--- src/rtl/mult_add_seq_4bit.sv ---
// Sequential shift-and-add multiply-accumulate: result = a*b + c.
// One operand bit is consumed per cycle, so latency is fixed at WIDTH
// iterations after the accepting edge regardless of operand values.
module mult_add_seq_4bit #(
   parameter int WIDTH = 4
) (
   input  logic               clk_i,
   input  logic               rst_i,
   input  logic               start_i,
   input  logic [WIDTH-1:0]   a_i,
   input  logic [WIDTH-1:0]   b_i,
   input  logic [WIDTH-1:0]   c_i,
   output logic               busy_o,
   output logic               done_o,
   output logic [2*WIDTH-1:0] result_o
);

   localparam int CW = $clog2(WIDTH + 1);

   typedef enum logic {IDLE, RUN} state_t;

   state_t             state_q, state_d;
   logic [2*WIDTH-1:0] acc_q, acc_d;
   logic [2*WIDTH-1:0] a_q, a_d;
   logic [WIDTH-1:0]   b_q, b_d;
   logic [CW-1:0]      cnt_q, cnt_d;
   logic [2*WIDTH-1:0] result_q, result_d;
   logic               done_q, done_d;
   logic [2*WIDTH-1:0] sum;

   // Partial-product add for the current multiplier LSB.
   assign sum = acc_q + (b_q[0] ? a_q : '0);

   // Next-state logic: accept in IDLE, iterate in RUN, publish on last step.
   always_comb begin
      state_d  = state_q;
      acc_d    = acc_q;
      a_d      = a_q;
      b_d      = b_q;
      cnt_d    = cnt_q;
      result_d = result_q;
      done_d   = 1'b0;
      case (state_q)
         IDLE: begin
            if (start_i) begin
               a_d     = {{WIDTH{1'b0}}, a_i};
               b_d     = b_i;
               acc_d   = {{WIDTH{1'b0}}, c_i};
               cnt_d   = '0;
               state_d = RUN;
            end
         end
         RUN: begin
            acc_d = sum;
            a_d   = a_q << 1;
            b_d   = b_q >> 1;
            cnt_d = cnt_q + CW'(1);
            // The final iteration's sum goes straight to result so done
            // and result appear on the same edge.
            if (cnt_q == CW'(WIDTH - 1)) begin
               result_d = sum;
               done_d   = 1'b1;
               state_d  = IDLE;
            end
         end
         default: state_d = IDLE;
      endcase
   end

   // State and datapath registers; reset aborts any operation in flight.
   always_ff @(posedge clk_i or posedge rst_i) begin
      if (rst_i) begin
         state_q  <= IDLE;
         acc_q    <= '0;
         a_q      <= '0;
         b_q      <= '0;
         cnt_q    <= '0;
         result_q <= '0;
         done_q   <= 1'b0;
      end else begin
         state_q  <= state_d;
         acc_q    <= acc_d;
         a_q      <= a_d;
         b_q      <= b_d;
         cnt_q    <= cnt_d;
         result_q <= result_d;
         done_q   <= done_d;
      end
   end

   assign busy_o   = (state_q == RUN);
   assign done_o   = done_q;
   assign result_o = result_q;

endmodule

--- config.mk ---
export PLATFORM = sky130hd
export DESIGN_NAME = mult_add_seq_4bit
export DESIGN_NICKNAME = d
export VERILOG_FILES = /design/src/rtl/mult_add_seq_4bit.sv
export SDC_FILE = /design/constraint.sdc
export NUM_CORES = 1
export LEC_CHECK = 0
export CORE_MARGIN = 2
export CORE_UTILIZATION = 55
export CTS_CLUSTER_DIAMETER = 150
export CTS_CLUSTER_SIZE = 40
export DETAILED_ROUTE_END_ITERATION = 12
export PLACE_DENSITY = 0.81
export SYNTH_ARGS = -nofsm -noshare
export SYNTH_HDL_FRONTEND = slang
export SYNTH_SLANG_ARGS = --single-unit
--- constraint.sdc ---
create_clock -name clk_i -period 6.05 [get_ports clk_i]
set_clock_uncertainty 0.2 [all_clocks]
set_input_delay 0.605 -clock clk_i [delete_from_list [all_inputs] [get_ports clk_i]]
set_output_delay 0.605 -clock clk_i [all_outputs]
set_load 0.05 [all_outputs]
; Word-level counts from Yosys, hierarchy flattened
; Index checks and enable logic that the tools add are counted.
[op_classes]
n_mux = 14
n_reduce_logical = 1
bitwise_logic = 1
addsub = 2
div_mod_pow = 0
magnitude_cmp = 0
n_eq_ne = 2
n_mul = 0
n_shift = 0
[op_table]
columns = cell, count
row1 = 8-bit case mux with 2 select lines, 2
row2 = 8-bit 2-to-1 mux, 3
row3 = 8-bit adder, 1
row4 = 4-bit case mux with 2 select lines, 1
row5 = 3-bit case mux with 2 select lines, 1
row6 = 1-bit 2-to-1 mux, 4
row7 = 4-bit 2-to-1 mux, 1
row8 = "3-bit by 1-bit adder with 3-bit output, second input constant", 1
row9 = "3-bit by 2-bit == test with 1-bit output, second input constant", 1
row10 = 3-bit 2-to-1 mux, 1
row11 = "2-bit != test, second input constant", 1
row12 = 1-bit case mux with 2 select lines, 1
row13 = 2-bit AND reduction, 1
row14 = 1-bit NOT, 1
[word_totals]
mem_count = 0
mem_bits_ro = 0
word_cells = 27
ram_bits = 0
register_bits = 33
output_inout_bits = 10
latchBits = 0
input_bits = 15

; Longest topological paths before layout
; Gate-level depths: netlist (run 1).
[logic_depth]
depth_word = 3
depth_mapped = 9
depth_no_buf = 9

; Worst setup path before layout (run 1)
; OpenSTA, ideal clock, no wires.
[synth_timing]
path_type = reg-to-reg
start = register b_q[0]
end = register result_q[6], in the netlist result_o[6]
stages_incl_launch_ff = 10
synth_period_minus_slack_ns = 2.193
path_slack_ns = 3.857
arrival_ns = 1.897
path_buffers = 0
required_ns = 5.754
setup_time_ns = 0.096
cell_sequence = dfrtp_1 > and2_1 > ha_1 > inv_1 > fa_1 > nor2b_4 > o31a_1 > o21a_1 > o21a_1 > o31ai_1
[synth_via]
elab_chain_cells = 2
[synth_lines]
columns = item, line_no
row1 = start: declaration, 25  ; logic [WIDTH-1:0] b_q, b_d;
row2 = start signal: assignment, 76  ; b_q <= '0;
row3 = start signal: assignment, 84  ; b_q <= b_d;
row4 = 8-bit 2-to-1 mux, 32  ; assign sum = acc_q + (b_q[0] ? a_q : '0);
row5 = 8-bit adder, 32
row6 = end signal: assignment, 86  ; result_q <= result_d;
row7 = end: declaration, 27  ; logic [2*WIDTH-1:0] result_q, result_d;
; Every way passes these cells.
; A chain may end at the register's enable or synchronous reset.

; Worst setup path in the final report (run 1)
[layout_timing]
start = register state_q, in the netlist busy_o
end = output port busy_o
[layout_lines]
columns = item, line_no
row1 = start: declaration, 22  ; state_t state_q, state_d;
row2 = start signal: assignment, 81  ; state_q <= state_d;
row3 = end: declaration, 13  ; output logic busy_o,
; No word-level cell between the ends.

==> summary.md, run 1 <==
| Metric | Value |
|---|---|
| Synthesized Nets | `189` |
| First-pass DRT Iterations | `4` |
| Largest net degree at the start of global routing | `34` |
| FF-to-FF Start | `b_q[0]` |
| Commonest non-fill, non-tap cell in the layout | `dfrtp_1` |
| WL final | `3.214 mm` |
| Fin crit share | `0.5027` |
| Yosys reg bits | `33` |
| # setup viols final | `0` |
| Synthesized area | `1677 um^2` |
| Placed Area | `1942 um^2` |
| Power Dens Cells | `456.7 nW/um^2` |
| DIE AREA | `3506 um^2` |
| DP Wirelength | `2.313 mm` |
| Avg Cell Area, Syn | `10.22 um^2` |
| Worst Reg-to-Reg Cells | `9` |
| Post-synth EDFFs | `0` |
| Flop2flop setup slack | `3.58 ns` |
| Worst Setup End Kind | `primary output` |
| DRT iter0 DRCs | `37` |
| Most frequent cells in the layout | `dfrtp_1 (33), nand2_1 (30), clkdlybuf4s50_1 (24), o21ai_0 (16), mux2i_1 (13)` |
| Post CTS Setup Buffer Count | `0` |
| Via count | `1268` |
| R2R Path End | `acc_q[6]` |
| Top FF cell, synth | `dfrtp_1` |
| Area of the core | `2978 um^2` |
| FMAX | `328.8 MHz` |
| Inserted Clock Buffers | `5` |
| Design area | `2012 um^2` |
| Fraction of layout cells with a size suffix above 1 | `0.07853` |
| Later-pin clock latency in the skew report | `0.34 ns` |
| Post_cts resized | `0` |
| Max clock buf depth | `2` |
| Worst Setup Start Kind | `register` |
| Hold Crit Depth | `2` |
| Max-slew violation count | `0` |
| P_leak | `0.001007 uW` |
| WHS | `0.2826 ns` |
| Mapped Cells | `164` |
| Worst rel slew slack | `0.3762` |
| Gpl congestion | `0.8260` |
| Hold Path Class | `reg2reg` |
| Remaining Overflow, GRT | `0` |
| Synth unique cells | `32` |
| Power, Total | `918.9 uW` |
| Max_cap viols | `0` |
| CP Cell Sequence | `clkdlybuf4s50_1` |
| Nets | `215` |
| Initial antenna violation count | `0` |
| Multi-input gate area | `797.0 um^2` |
| Placement Rows | `20` |
| CP max stage delay | `0.95 ns` |
| Crit Path Class | `reg2out` |
| Fraction of registers with async set/reset | `1.000` |
| First-pass GRT wire length | `5.727 mm` |
| DR WL/cell | `14.35 um` |
| Ant. Diodes | `0` |
| I/O pin cnt | `25` |
| Syn. warnings | `0` |
| Worst path bufs/invs | `1` |
| Status | `finished, final reports clean` |
| Clock transition at path regs | `0.10 ns` |
| Sequential cell area | `825.8 um^2` |
| Buffers added on ports | `24` |
| Syn-to-layout area delta | `20.00%` |
| Gr usage total | `0.2221` |
| CP delay by family, top | `buffers and inverters` |
| Die H | `59.21 um` |
| Vias in the first global route | `1316` |
| Post-route DRC | `0` |
| Min-Delay Startpoint | `result_o[3]` |
| Clock sink count | `33` |
| Antenna viol nets, final | `0` |
| DIE WIDTH | `59.21 um` |
| Filler-free cell count of the finished design | `224` |
| Post-synthesis sequential area ratio | `0.4925` |
| Max H-tree Level | `2` |
| Initial core utilization | `0.5630` |
| Min-Delay Endpoint | `result_o[3]` |
| Fill cells | `242` |
| Worst-Margin Slew | `0.9328 ns` |
| Min Tclk post-route | `3.041 ns` |
| CP Max Fanout | `33` |
| WP data arrival | `2.24 ns` |
| Hold buffers post-CTS | `0` |
| RSZ-0062 raised after global routing | `false` |
| Root Buffer | `clkbuf_4` |
| Slowest-stage cell, CP | `clkdlybuf4s50_1` |
| Fin. Hold Viols | `0` |
| Maximum VDD drop | `232.9 uV` |
| Critical Path RT | `5.24 ns` |
| Dpl cells | `216` |
| CTS tree | `yes` |
| Average vias per placed instance | `5.661` |
| Setup_tns | `0 ns` |
==> synth_stat cells, types with 2 or more instances <==
library cell / number / area, um^2
o21ai_0: 16 / 80.08
and2_1: 6 / 37.54
nand3_1: 3 / 15.01
clkbuf_1: 5 / 18.77
a21oi_1: 4 / 20.02
inv_1: 8 / 30.03
xnor2_1: 3 / 26.28
mux2_2: 4 / 45.04
dfrtp_1: 33 / 825.8
mux2i_1: 13 / 130.1
nor2_1: 4 / 15.01
o31ai_1: 2 / 15.01
a21o_1: 4 / 30.03
o21a_1: 3 / 22.52
nand2_1: 30 / 112.6
ha_1: 9 / 112.6
a22o_1: 2 / 17.52
==> state kept, by name, summed over array words and instances (netlist names) <==
signal,count
a_q,8
acc_q,8
b_q,4
busy_o,1
cnt_q,3
done_o,1
result_o,8
==> power breakdown <==
group,switching [uW],internal (uW)
clock network,75.4,67.3
logic,237,163
registers,68.8,307
==> worst max-delay path by stage <==
stage          depth (start not counted)           to   start  slack [ns]
5_1_grt                                1       busy_o  busy_o        2.88
3_3_place_gp                           1       busy_o  busy_o        3.40
2_1_floorplan                          9  result_o[6]  b_q[0]        3.86
3_5_place_dp                           1       busy_o  busy_o        3.38
4_1_cts                                1       busy_o  busy_o        3.00
6_report                               1       busy_o  busy_o        3.01
==> layout make-up <==
class	count	share of cell area
sequential	33	0.4104
multi-input combinational	117	0.3961
timing repair buffer	25	0.1231
clock buffer	7	0.03234
tap	33	0.02052
inverter	8	0.01493
clock inverter	1	0.002488
==> stage by stage <==
stage,util,worst slack (ns)
final,0.6756,3.009
after global routing,0.6756,2.882
after CTS,0.6756,2.997
after detailed placement,0.6521,3.385
after global placement,0.6521,3.401
after floorplan,-,3.857
==> routing by layer <==
layer	global-route usage	part of all wire	vias up
met5	0	0	-
met4	0.1039	0.021	0
met3	0.06550	0.040	8
met2	0.3815	0.52	29
met1	0.2514	0.41	612
li1	-	-	619
==> logic make-up after synthesis <==
kind of cell / after synthesis / share of synthesized area
buffers and inverters: 14 / 0.03209
adders and majority gates: 10 / 0.07911
AOI/OAI and AO/OA: 38 / 0.1411
xor gates and xnor gates: 4 / 0.02090
and+or+nand+nor: 48 / 0.1299
DFF: 33 / 0.4925
muxes: 17 / 0.1045
Power figures use the tool's default switching activity.
==> run 2: changes to the inputs <==
--- a/config.mk
+++ b/config.mk
@@ -6,11 +6,11 @@
 export NUM_CORES = 1
 export LEC_CHECK = 0
 export CORE_MARGIN = 2
-export CORE_UTILIZATION = 55
+export CORE_UTILIZATION = 48
 export CTS_CLUSTER_DIAMETER = 150
 export CTS_CLUSTER_SIZE = 40
 export DETAILED_ROUTE_END_ITERATION = 12
-export PLACE_DENSITY = 0.81
+export PLACE_DENSITY = 0.75
 export SYNTH_ARGS = -nofsm -noshare
 export SYNTH_HDL_FRONTEND = slang
 export SYNTH_SLANG_ARGS = --single-unit
==> constraint.sdc (replaced) <==
create_clock -name clk_i -period 2.6 [get_ports clk_i]
set_clock_uncertainty 0.2 [all_clocks]
set_input_delay 0.26 -clock clk_i [delete_from_list [all_inputs] [get_ports clk_i]]
set_output_delay 0.26 -clock clk_i [all_outputs]
set_load 0.05 [all_outputs]
==> run 2 against run 1 <==
Critical path depth increased by 8. Cell area increased by 1.6%. Worst hold slack got worse by 0.20 ns. Register-to-register slack got worse by 3.4 ns. Worst setup slack got worse by 2.8 ns. Combinational power increased by 140%. Cell count increased by 6.7%. Power increased by 130%. Sequential power increased by 130%.
==> summary.md, run 2 (same netlist as run 1, synthesis figures left out) <==
| Metric | Value |
|---|---|
| Status | `finished, final reports clean` |
| Power Dens Cells | `1054 nW/um^2` |
| Fin crit share | `0.9267` |
| Worst rel slew slack | `0.6691` |
| Antenna viol nets, final | `0` |
| Maximum VDD drop | `451.9 uV` |
| Later-pin clock latency in the skew report | `0.34 ns` |
| CTS tree | `yes` |
| DRT iter0 DRCs | `34` |
| Initial core utilization | `0.5024` |
| Clock sink count | `33` |
| Largest net degree at the start of global routing | `34` |
| P_leak | `0.001017 uW` |
| Max_cap viols | `0` |
| First-pass DRT Iterations | `4` |
| Worst Setup Start Kind | `register` |
| R2R Path End | `result_o[6]` |
| FMAX | `415.0 MHz` |
| Sequential cell area | `825.8 um^2` |
| DIE AREA | `3982 um^2` |
| Ant. Diodes | `0` |
| Worst Reg-to-Reg Cells | `9` |
| Die H | `63.10 um` |
| WHS | `0.08384 ns` |
| First-pass GRT wire length | `5.733 mm` |
| Worst setup path endpoint | `result_o[6]` |
| Hold Path Class | `in2async` |
| Commonest non-fill, non-tap cell in the layout | `dfrtp_1` |
| Area of the core | `3337 um^2` |
| Nets | `217` |
| Clock transition at path regs | `0.10 ns` |
| Max H-tree Level | `2` |
| WP data arrival | `2.45 ns` |
| WL final | `3.191 mm` |
| Average vias per placed instance | `5.285` |
| Remaining Overflow, GRT | `0` |
| Setup_tns | `0 ns` |
| Critical Path RT | `2.64 ns` |
| Fin. Hold Viols | `0` |
| # setup viols final | `0` |
| Placement Rows | `21` |
| Max-slew violation count | `0` |
| CP Max Fanout | `9` |
| Vias in the first global route | `1265` |
| DIE WIDTH | `63.10 um` |
| Buffers added on ports | `24` |
| Gr usage total | `0.1852` |
| Inserted Clock Buffers | `5` |
| Min Tclk post-route | `2.409 ns` |
| Fraction of layout cells with a size suffix above 1 | `0.08808` |
| Max clock buf depth | `2` |
| Most frequent cells in the layout | `dfrtp_1 (33), nand2_1 (30), clkdlybuf4s50_1 (24), o21ai_0 (16), mux2i_1 (13)` |
| Setup crit start | `b_q[0]` |
| Filler-free cell count of the finished design | `239` |
| DP Wirelength | `2.380 mm` |
| RSZ-0062 raised after global routing | `false` |
| Fill cells | `296` |
| Hold buffers post-CTS | `0` |
| FF-to-FF Start | `b_q[0]` |
| Gpl congestion | `0.8649` |
| Finished Core Util | `0.6123` |
| Worst-Margin Slew | `0.4948 ns` |
| Syn-to-layout area delta | `21.87%` |
| Multi-input gate area | `797.0 um^2` |
| Root Buffer | `clkbuf_4` |
| Post CTS Setup Buffer Count | `0` |
| Post_cts resized | `0` |
| I/O pin cnt | `25` |
| Worst Setup End Kind | `register` |
| Initial antenna violation count | `0` |
| Crit Path Class | `reg2reg` |
| Flop2flop setup slack | `0.19 ns` |
| Power, Total | `2153 uW` |
| Via count | `1263` |
| Dpl cells | `231` |
| DR WL/cell | `13.35 um` |
| Post-route DRC | `0` |
run 2: changes by cell type in the layout (fill, tap and decap cells not counted):
cell,delta
buf_4,+2
run 2: worst min path at each step:
stage | end | startpoint | slack, ns | depth (start not counted)
after floorplan | a_q[0] | rst_i | 0.19 | 1
after global placement | result_o[3] | result_o[3] | 0.26 | 2
after detailed placement | result_o[3] | result_o[3] | 0.26 | 2
after CTS | b_q[3] | rst_i | 0.1 | 3
after global routing | b_q[3] | rst_i | 0.14 | 3
final | b_q[3] | rst_i | 0.08 | 3
run 2: area by class of cell:
class	count	area share
clock buffer	7	0.03184
clock inverter	1	0.002449
inverter	8	0.01470
multi-input combinational	117	0.3901
sequential	33	0.4042
tap	46	0.02817
timing repair buffer	27	0.1286
run 2: worst max-delay path, cell delays in order, from the launching register on:
cell     delay (ns)
dfrtp_1        0.46
and2_1         0.19
ha_1           0.20
inv_1          0.07
fa_1           0.24
nor2b_4        0.05
o31a_1         0.25
o21a_1         0.19
o21a_1         0.18
o31ai_1        0.26
run 2: where the power goes:
part	total (uW)	switching [uW]	internal [uW]
Combinational	962	576	386
Clock	333	176	157
Sequential	858	143	714
run 2: per-stage QoR:
stage	cell area [um^2]	worst slack, ns
detailed placement	1973	0.2284
global placement	1973	0.3305
floorplan	1677	0.4068
global route	2043	0.09897
finish	2043	0.1905
CTS	2043	0.2032
run 2: routing by layer:
| metal | part of all wire | global-route usage | up-vias |
|---|---|---|---|
| met2 | 0.47 | 0.3059 | 28 |
| met5 | 0 | 0 | - |
| met1 | 0.46 | 0.2264 | 605 |
| li1 | - | - | 623 |
| met3 | 0.047 | 0.05000 | 7 |
| met4 | 0.020 | 0.08333 | 0 |
==> run 3: changes to the inputs <==
--- a/config.mk
+++ b/config.mk
@@ -5,12 +5,14 @@
 export SDC_FILE = /design/constraint.sdc
 export NUM_CORES = 1
 export LEC_CHECK = 0
+export CAP_MARGIN = 25
 export CORE_MARGIN = 2
 export CORE_UTILIZATION = 48
 export CTS_CLUSTER_DIAMETER = 150
 export CTS_CLUSTER_SIZE = 40
 export DETAILED_ROUTE_END_ITERATION = 12
 export PLACE_DENSITY = 0.75
+export RECOVER_POWER = 100
 export SYNTH_ARGS = -nofsm -noshare
 export SYNTH_HDL_FRONTEND = slang
 export SYNTH_SLANG_ARGS = --single-unit
==> run 3 against run 2 <==
Sequential power about the same. Via count increased by 0.24%. The run now ends with capacitance limit, slew limit left. Die area did not move. Power is 1.5% lower. Cell area is 0.37% lower. Highest routed layer unchanged. Non-clock buffer count did not move. Count of clock-buffer cells in the layout stayed put. Cell count unchanged. Wire length fell by 0.22%. Sequential cell count unchanged. Critical path type unchanged. Utilization shrank 0.22 points.
==> summary.md, run 3 (same netlist as run 1, synthesis figures left out) <==
| Metric | Value |
|---|---|
| Post_cts resized | `0` |
| Largest net degree at the start of global routing | `34` |
| Placed Area | `1973 um^2` |
| Busiest metal layer after global routing | `met2` |
| Critical Path RT | `2.64 ns` |
| Average vias per placed instance | `5.297` |
| Filler-free cell count of the finished design | `239` |
| Power Dens Cells | `1042 nW/um^2` |
| Hold buffers post-CTS | `0` |
| CP Max Fanout | `9` |
| Int Power | `1227 uW` |
| Met2 GRT Util | `0.3059` |
| Max-slew violation count | `34` |
| Later-pin clock latency in the skew report | `0.34 ns` |
| GR Layer Usage met3 | `0.05000` |
| Clock transition at path regs | `0.10 ns` |
| First-pass DRT Iterations | `4` |
| Crit Path Class | `reg2reg` |
| Initial antenna violation count | `0` |
| Fraction of layout cells with a size suffix above 1 | `0.07772` |
| Vias in the first global route | `1265` |
| DIE WIDTH | `63.10 um` |
| DR WL/cell | `13.32 um` |
| Dpl cells | `231` |
| Fill cells | `298` |
| Hold Path Class | `reg2reg` |
| DP Wirelength | `2.380 mm` |
| Gpl congestion | `0.8649` |
| Fin crit share | `0.9272` |
| First-pass GRT wire length | `5.733 mm` |
| Most frequent cells in the layout | `dfrtp_1 (33), nand2_1 (30), o21ai_0 (16), clkdlybuf4s50_1 (14), mux2i_1 (13)` |
| Power, Total | `2121 uW` |
| Syn-to-layout area delta | `21.42%` |
| Commonest non-fill, non-tap cell in the layout | `dfrtp_1` |
| Gr usage total | `0.1852` |
| Worst-Margin Slew | `1.714 ns` |
| Worst Setup Start Kind | `register` |
| Hold Crit Depth | `2` |
| Comb pwr share | `0.440` |
| Max H-tree Level | `2` |
| Share of power burned in the clock network | `0.157` |
| Remaining Overflow, GRT | `0` |
| Nets | `217` |
| Die H | `63.10 um` |
| Clock sink count | `33` |
| Inserted Clock Buffers | `5` |
| FMAX | `414.8 MHz` |
| Min Tclk post-route | `2.411 ns` |
| I/O pin cnt | `25` |
| Maximum VDD drop | `451.6 uV` |
| # setup viols final | `0` |
| Design area | `2036 um^2` |
| WL final | `3.184 mm` |
| P_sw | `893.3 uW` |
| Post-route DRC | `0` |
| Setup_tns | `0 ns` |
| Violated checks | `capacitance limit, slew limit` |
| Max_cap viols | `1` |
| DRT iter0 DRCs | `38` |
| P_leak | `0.001025 uW` |
| Status | `finished with violations` |
| Ant. Diodes | `0` |
| Sequential share of power | `0.403` |
| Fin. Hold Viols | `0` |
| CTS tree | `yes` |
| Root Buffer | `clkbuf_4` |
| Worst Setup End Kind | `register` |
| Antenna viol nets, final | `0` |
| DIE AREA | `3982 um^2` |
| Initial core utilization | `0.5024` |
| M1 GR Usage | `0.2264` |
| Post CTS Setup Buffer Count | `0` |
| Sw Share | `0.4212` |
| Worst rel slew slack | `-0.1429` |
| Worst Reg-to-Reg Cells | `9` |
| RSZ-0062 raised after global routing | `false` |
| Area of the core | `3337 um^2` |
| Buffers added on ports | `24` |
| Placement Rows | `21` |
| Max clock buf depth | `2` |
| Via count | `1266` |
| WP data arrival | `2.45 ns` |
| Finished Core Util | `0.6100` |
-- run 3: cell types whose count changed in the layout (fill, tap and decap cells not counted) --
| cell | change |
|---|---|
| dlygate4sd3_1 | +10 |
| buf_4 | -2 |
| and2_1 | -1 |
| clkdlybuf4s50_1 | -10 |
| and2_0 | +1 |
| clkbuf_1 | +2 |
-- run 3: cell type report --
cell class / count / area, um^2 / share of cell area
Inverter: 8 / 30.03 / 0.01475
Clock inverter: 1 / 5.005 / 0.002459
Sequential cell: 33 / 825.8 / 0.4057
Timing Repair Buffer: 27 / 255.2 / 0.1254
Multi-Input combinational cell: 117 / 797.0 / 0.3915
Clock buffer: 7 / 65.06 / 0.03196
Tap cell: 46 / 57.56 / 0.02827
-- run 3: critical path: stages (launching register included) --
cell and delay (ns):
dfrtp_1 0.46, and2_0 0.19, ha_1 0.21, inv_1 0.07
fa_1 0.24, nor2b_4 0.05, o31a_1 0.25, o21a_1 0.19
o21a_1 0.18, o31ai_1 0.26
-- run 3: worst paths after layout --
check	from	endpoint	slack, ns
setup reg to reg	b_q[0]	result_o[6]	0.19
max in group asynchronous	rst_i	result_o[1]	0.61
hold / removal	result_o[3]	result_o[3]	0.27
min in group asynchronous	rst_i	b_q[3]	0.61
hold reg to reg	result_o[3]	result_o[3]	0.27
setup / recovery	b_q[0]	result_o[6]	0.19
-- run 3: power groups by stage --
| stage | registers, uW | logic (uW) | clock network, uW |
|---|---|---|---|
| final | 855 | 932 | 334 |
| after CTS | 860 | 971 | 339 |
| after global routing | 885 | 1030 | 371 |
| after floorplan | 1060 | 478 | 0 |
| after global placement | 858 | 942 | 0 |
| after detailed placement | 872 | 968 | 0 |
-- run 3: through the flow --
step	hold slack [ns]	setup WS, ns
after floorplan	0.1889	0.4068
after global placement	0.2609	0.3305
after detailed placement	0.2615	0.2284
after CTS	0.09653	0.2032
after global routing	0.3084	0.09390
final	0.2734	0.1894
-- run 3: metal layers --
metal / routed length, um / vias to the layer above / part of all wire
li1: - / 622 / -
met1: 1466 / 610 / 0.46
met2: 1504 / 27 / 0.47
met3: 147 / 7 / 0.046
met4: 66 / 0 / 0.021
met5: 0 / - / 0
